--- config.mk ---
export PLATFORM = sky130hd
export DESIGN_NAME = song_sequencer
export DESIGN_NICKNAME = d
export VERILOG_FILES = /design/src/rtl/song_sequencer.sv
export SDC_FILE = /design/constraint.sdc
export NUM_CORES = 1
export LEC_CHECK = 0
export ABC_AREA = 0
export CORE_MARGIN = 8
export CORE_UTILIZATION = 57
export DETAILED_ROUTE_END_ITERATION = 10
export PLACE_DENSITY = 0.81
export SLEW_MARGIN = 20
export SYNTH_ARGS = -nofsm -noshare
export SYNTH_HDL_FRONTEND = slang
export SYNTH_SLANG_ARGS = --single-unit
export TNS_END_PERCENT = 20
--- constraint.sdc ---
create_clock -name clk -period 2.7 [get_ports clk]
set_clock_uncertainty 0.1 [all_clocks]
set_input_delay 0.54 -clock clk [delete_from_list [all_inputs] [get_ports clk]]
set_output_delay 0.54 -clock clk [all_outputs]
set_load 0.03 [all_outputs]
--- src/rtl/song_sequencer.sv ---
// song_sequencer: walks a song ROM entry by entry, holding each note for its beats and ending it with a silent gap
module song_sequencer #(
  parameter int BEAT_CYCLES = 25_000_000,
  parameter int GAP_CYCLES  = 1_000_000,
  parameter int NUM_SONGS   = 4,
  parameter int SONG_ADDR_W = 8
) (
  input  logic                                     clk,
  input  logic                                     rst,
  input  logic                                     enable,
  input  logic                                     play_pause,
  input  logic                                     next_song,
  input  logic                                     prev_song,
  output logic [$clog2(NUM_SONGS)+SONG_ADDR_W-1:0] rom_addr,
  input  logic [15:0]                              rom_data,
  output logic [9:0]                               note,
  output logic [$clog2(NUM_SONGS)-1:0]             song_idx,
  output logic                                     playing,
  output logic                                     done
);
  localparam int SW = $clog2(NUM_SONGS);
  localparam int BW = $clog2(BEAT_CYCLES);
  typedef enum logic [2:0] {IDLE, FETCH, LOAD, PLAY, GAP, PAUSED, DONE} state_t;
  state_t state_q, state_d, saved_q, saved_d;
  logic [SW-1:0] song_q, song_d;
  logic [SONG_ADDR_W-1:0] offset_q, offset_d;
  logic [9:0] note_q, note_d, ent_q, ent_d;
  logic [BW-1:0] beat_q, beat_d;
  logic [5:0] dur_q, dur_d;
  logic beat_wrap, last_off, end_mark;
  assign beat_wrap = beat_q == BW'(BEAT_CYCLES - 1);
  assign last_off  = &offset_q;
  assign end_mark  = rom_data[5:0] == 6'd0;
  // Next state: timed play walk first, then song select and enable drop override it
  always_comb begin
    state_d  = state_q;
    saved_d  = saved_q;
    song_d   = song_q;
    offset_d = offset_q;
    note_d   = note_q;
    ent_d    = ent_q;
    beat_d   = beat_q;
    dur_d    = dur_q;
    case (state_q)
      IDLE:  state_d = play_pause ? FETCH : IDLE;
      FETCH: state_d = LOAD;
      LOAD: begin
        ent_d   = rom_data[15:6];
        note_d  = end_mark ? 10'd0 : rom_data[15:6];
        state_d = end_mark ? DONE : PLAY;
        beat_d  = '0;
        dur_d   = rom_data[5:0];
      end
      PLAY, GAP: begin
        beat_d = beat_wrap ? '0 : beat_q + 1'b1;
        dur_d  = beat_wrap ? dur_q - 6'd1 : dur_q;
        if (state_q == PLAY && dur_q == 6'd1 && beat_q == BW'(BEAT_CYCLES - GAP_CYCLES - 1)) begin
          state_d = GAP;
          note_d  = '0;
        end
        if (state_q == GAP && beat_wrap) begin
          state_d  = last_off ? DONE : FETCH;
          offset_d = last_off ? offset_q : offset_q + 1'b1;
        end
        // the pausing cycle still counts as played time; resume picks up where it would have gone
        if (play_pause) begin
          saved_d = state_d;
          state_d = PAUSED;
          note_d  = '0;
        end
      end
      PAUSED: if (play_pause) begin
        state_d = saved_q;
        note_d  = saved_q == PLAY ? ent_q : 10'd0;
      end
      DONE: if (play_pause) begin
        state_d  = FETCH;
        offset_d = '0;
      end
      default: state_d = IDLE;
    endcase
    if (next_song || prev_song) begin
      song_d   = next_song ? (song_q == SW'(NUM_SONGS - 1) ? '0 : song_q + 1'b1)
                           : (song_q == '0 ? SW'(NUM_SONGS - 1) : song_q - 1'b1);
      state_d  = IDLE;
      offset_d = '0;
      note_d   = '0;
    end
    if (!enable) begin
      song_d   = song_q;
      state_d  = IDLE;
      offset_d = '0;
      note_d   = '0;
    end
  end
  // State and datapath registers with synchronous active-low reset
  always_ff @(posedge clk) begin
    if (!rst) begin
      state_q  <= IDLE;
      saved_q  <= IDLE;
      song_q   <= '0;
      offset_q <= '0;
      note_q   <= '0;
      ent_q    <= '0;
      beat_q   <= '0;
      dur_q    <= '0;
    end else begin
      state_q  <= state_d;
      saved_q  <= saved_d;
      song_q   <= song_d;
      offset_q <= offset_d;
      note_q   <= note_d;
      ent_q    <= ent_d;
      beat_q   <= beat_d;
      dur_q    <= dur_d;
    end
  end
  assign rom_addr = {song_q, offset_q};
  assign note     = note_q;
  assign song_idx = song_q;
  assign playing  = state_q inside {LOAD, PLAY, GAP};
  assign done     = state_q == DONE;
endmodule

==> metrics.yaml <==
met1_length_um: 4503
overflow: 0
slowest_stage: "or3b_1"
synth.distinct_cells: 68
hold_viol: 0
port-buffer-count: 45
numCtsBuffers: 9
synthCells: 503
p_int_mw: 1.387
ys_seq_elements: 67
area_growth_pct: 17.65
cap_violations: 0
clock_sinks: 67
comb_power_share_pct: 7.2
yosys_warnings: 0
crit_family: "simple AND/OR/NAND/NOR gates"
post_cts.repair.setup_buffers: 0
via_count: 3912
clock_path_buffers: 2
dpl.cell_count: 631
worstPathCellList: "or3b_1 > nand2_4 > nor2_4 > inv_2 > buf_4"
final_cell_mix: "66 x dfxtp_1, 63 x nand2_1, 44 x a21oi_1, 44 x clkdlybuf4s50_1, 37 x o21ai_0"
grt_antenna_before_repair: 0
cts-root-buf: "clkbuf_8"
status: "finished clean"
finalCriticalPeriod_ns: 2.583
cts_htree_levels: 3
hp-class: "flop to flop"
grt_max_degree: 20
placed_area_mm2: 0.004521
rrSetupSlack_ns: 0.42
r2r-start: "beat_q[0]$_SDFFE_PN0P_"
final_util_pct: 69.12
drtIter0Drc: 201
n_antenna_cell: 0
insertion_delay_ns: 0.35
dp_hpwl_um: 7854
core_mm2: 0.006794
share_seq_of_total_power_pct: 53.7
fmax_ghz: 0.3872
power_density_mw_per_mm2: 396.6
final_common_cell: "dfxtp_1"
slowest_delay_ns: 0.51
critPathKind: "flop to output pin"
crit_required_ns: 2.06
relSlewSlack_pct: 55.16
synth_area_mm2: 0.003991
whs_endpoint: "ent_q[5]$_SDFFE_PN0P_"
rr_worst_depth: 6
chipHeight_um: 99.68
syn_nets: 529
total_power_mw: 1.862
p_leak_nw: 1.597
fin_nets: 572
end_kind: "output pin"
grt_usage_pct: 21.49
wl_per_cell_um: 16.40
synth-main-ff-cell: "dfxtp_1"
worstHoldStart: "ent_q[5]$_SDFFE_PN0P_"
final_cell_area_mm2: 0.004696
fin_setup_tns_ns: 0
cts_tree: "done"
drc_errors: 0
vias_per_cell: 6.046
cp.buffers_inverters: 2
die-area_mm2: 0.009936
drt_wl_total_um: 10610
initial_core_util_pct: 58.75
setup_viol: 0
row_count: 30
clkPwrFrac_pct: 39.1
critPathMaxFanout: 12
syn_avg_cell_area_um2: 7.935
gp_congestion: 0.9220
slew_violations: 0
synthArstFlopShare_pct: 0
min_period_over_period_pct: 95.66
io_pins: 46
grt_pass1_vias: 3643
die_x_um: 99.68
finalNonFillerCells: 647
clk_pin_slew_ns: 0.08
cp.arrival_ns: 1.94
synth_edf_count: 0
vdd_drop_max_mv: 0.2715
drt-pass1-iter-count: 4
startpoint_type: "flop"
antenna_left: 0
r2r-end: "note[6]$_SDFFE_PP0P_"
p_switching_mw: 0.4753
seq_area_frac_synth_pct: 33.61
worst_pin_slew_ns: 0.6702
hold_path_depth: 2
drive_gt1_share_pct: 11.98
routed.top_layer: "met4"
swShare_pct: 25.53
rsz0062_at_grt: "no"
route.met3.wl_um: 515
dr_wl_met2_um: 5413
grt_pass1_wl_um: 17710
[registers in the layout, summed over array words and instances, names as in the netlist]
name / count
state_q: 3
note: 10
ent_q: 10
offset_q: 8
saved_q: 3
song_idx: 2
beat_q: 25
dur_q: 6
[per-layer routing]
layer,vias to the layer above,global-route usage (%)
met5,-,0
met4,0,6.752
met3,17,5.307
met2,110,36.58
met1,1858,25.76
li1,1927,-
[Yosys cell counts, drive strengths merged (4+ instances only)]
library cell  instances  share of area (%)
a21oi                44                5.5
a22o                 10                2.2
a31oi                11                1.9
and2                  5               0.85
and3                  9                1.4
and4                  4               0.88
buf                  18                2.9
clkbuf               12                1.1
dfxtp                67                 34
ha                    4                1.3
inv                  23                2.2
nand2                64                6.1
nand2b                8                1.3
nand3                32                4.5
nand4                11                1.7
nor2                 30                3.1
nor3                  8                1.0
nor3b                 4               0.75
nor4                  5                1.5
nor4b                 5                1.8
o211ai               15                3.2
o21ai                43                5.4
or2                   4               0.63
or3                  13                2.0
xor2                  4               0.88
[final cells by class]
cell class | count | area (um2)
flip-flops and latches | 67 | 1343
fillers | 575 | 2098
well taps | 96 | 120.1
clock buffers | 9 | 123.9
inverters | 23 | 86.33
multi-input cells | 382 | 2395
repair buffers | 63 | 583.1
clock inverters | 7 | 45.04
[tightest hold or removal path, delay by kind of cell (launching register included)]
| family | cells | cell delay [ns] |
|---|---|---|
| flip-flops | 1 | 0.32 |
| AND/OR/NAND/NOR | 1 | 0.05 |
| AO/OA/AOI/OAI | 1 | 0.05 |
[per-stage QoR]
step                worst slack (ns)  hold WS (ns)
finish                        0.1173        0.3615
global route                 0.04191        0.3754
floorplan                     0.5772        0.3336
global placement             0.06659        0.3431
detailed placement          0.006507        0.3491
CTS                          0.01704        0.3600
[cell families (layout without fill, tap and decap cells)]
family                   Yosys count  in the layout  synth area share (%)
flip-flops                        67             67                 33.61
multiplexers                       5              5                 1.317
buffers and inverters             54            102                 6.520
XOR/XNOR                           5              5                 1.097
adder cells (fa/ha/maj)            4              4                 1.254
AO/OA/AOI/OAI                    150            150                 24.89
AND/OR/NAND/NOR                  218            218                 31.32
[how the worst max path moves through the flow]
stage / start / end / slack [ns] / depth (start not counted)
global route: state_q[1]$_SDFFE_PP0P_ / playing / 0.04 / 5
detailed placement: rom_data[5] / note[3]$_SDFFE_PP0P_ / 0.007 / 6
finish: state_q[1]$_SDFFE_PP0P_ / playing / 0.12 / 5
global placement: rom_data[5] / note[7]$_SDFFE_PP0P_ / 0.07 / 6
CTS: state_q[2]$_SDFFE_PP0P_ / playing / 0.02 / 6
floorplan: rom_data[5] / note[0]$_SDFFE_PP0P_ / 0.58 / 6
[what timing repair did]
item	CTS	global route
hold buffers	0	0
endpoints found under the setup margin	0	1
resized for setup	0	2
[power by group through the flow]
stage / Clock (mW) / Combinational, mW / Sequential (mW)
5_1_grt: 0.787 / 0.146 / 1.00
4_1_cts: 0.743 / 0.134 / 1.00
6_report: 0.728 / 0.134 / 1.00
3_3_place_gp: 0 / 0.131 / 1.02
3_5_place_dp: 0 / 0.133 / 1.02
2_1_floorplan: 0 / 0.0663 / 1.03
Note: power is estimated with default switching activity, not from simulation.
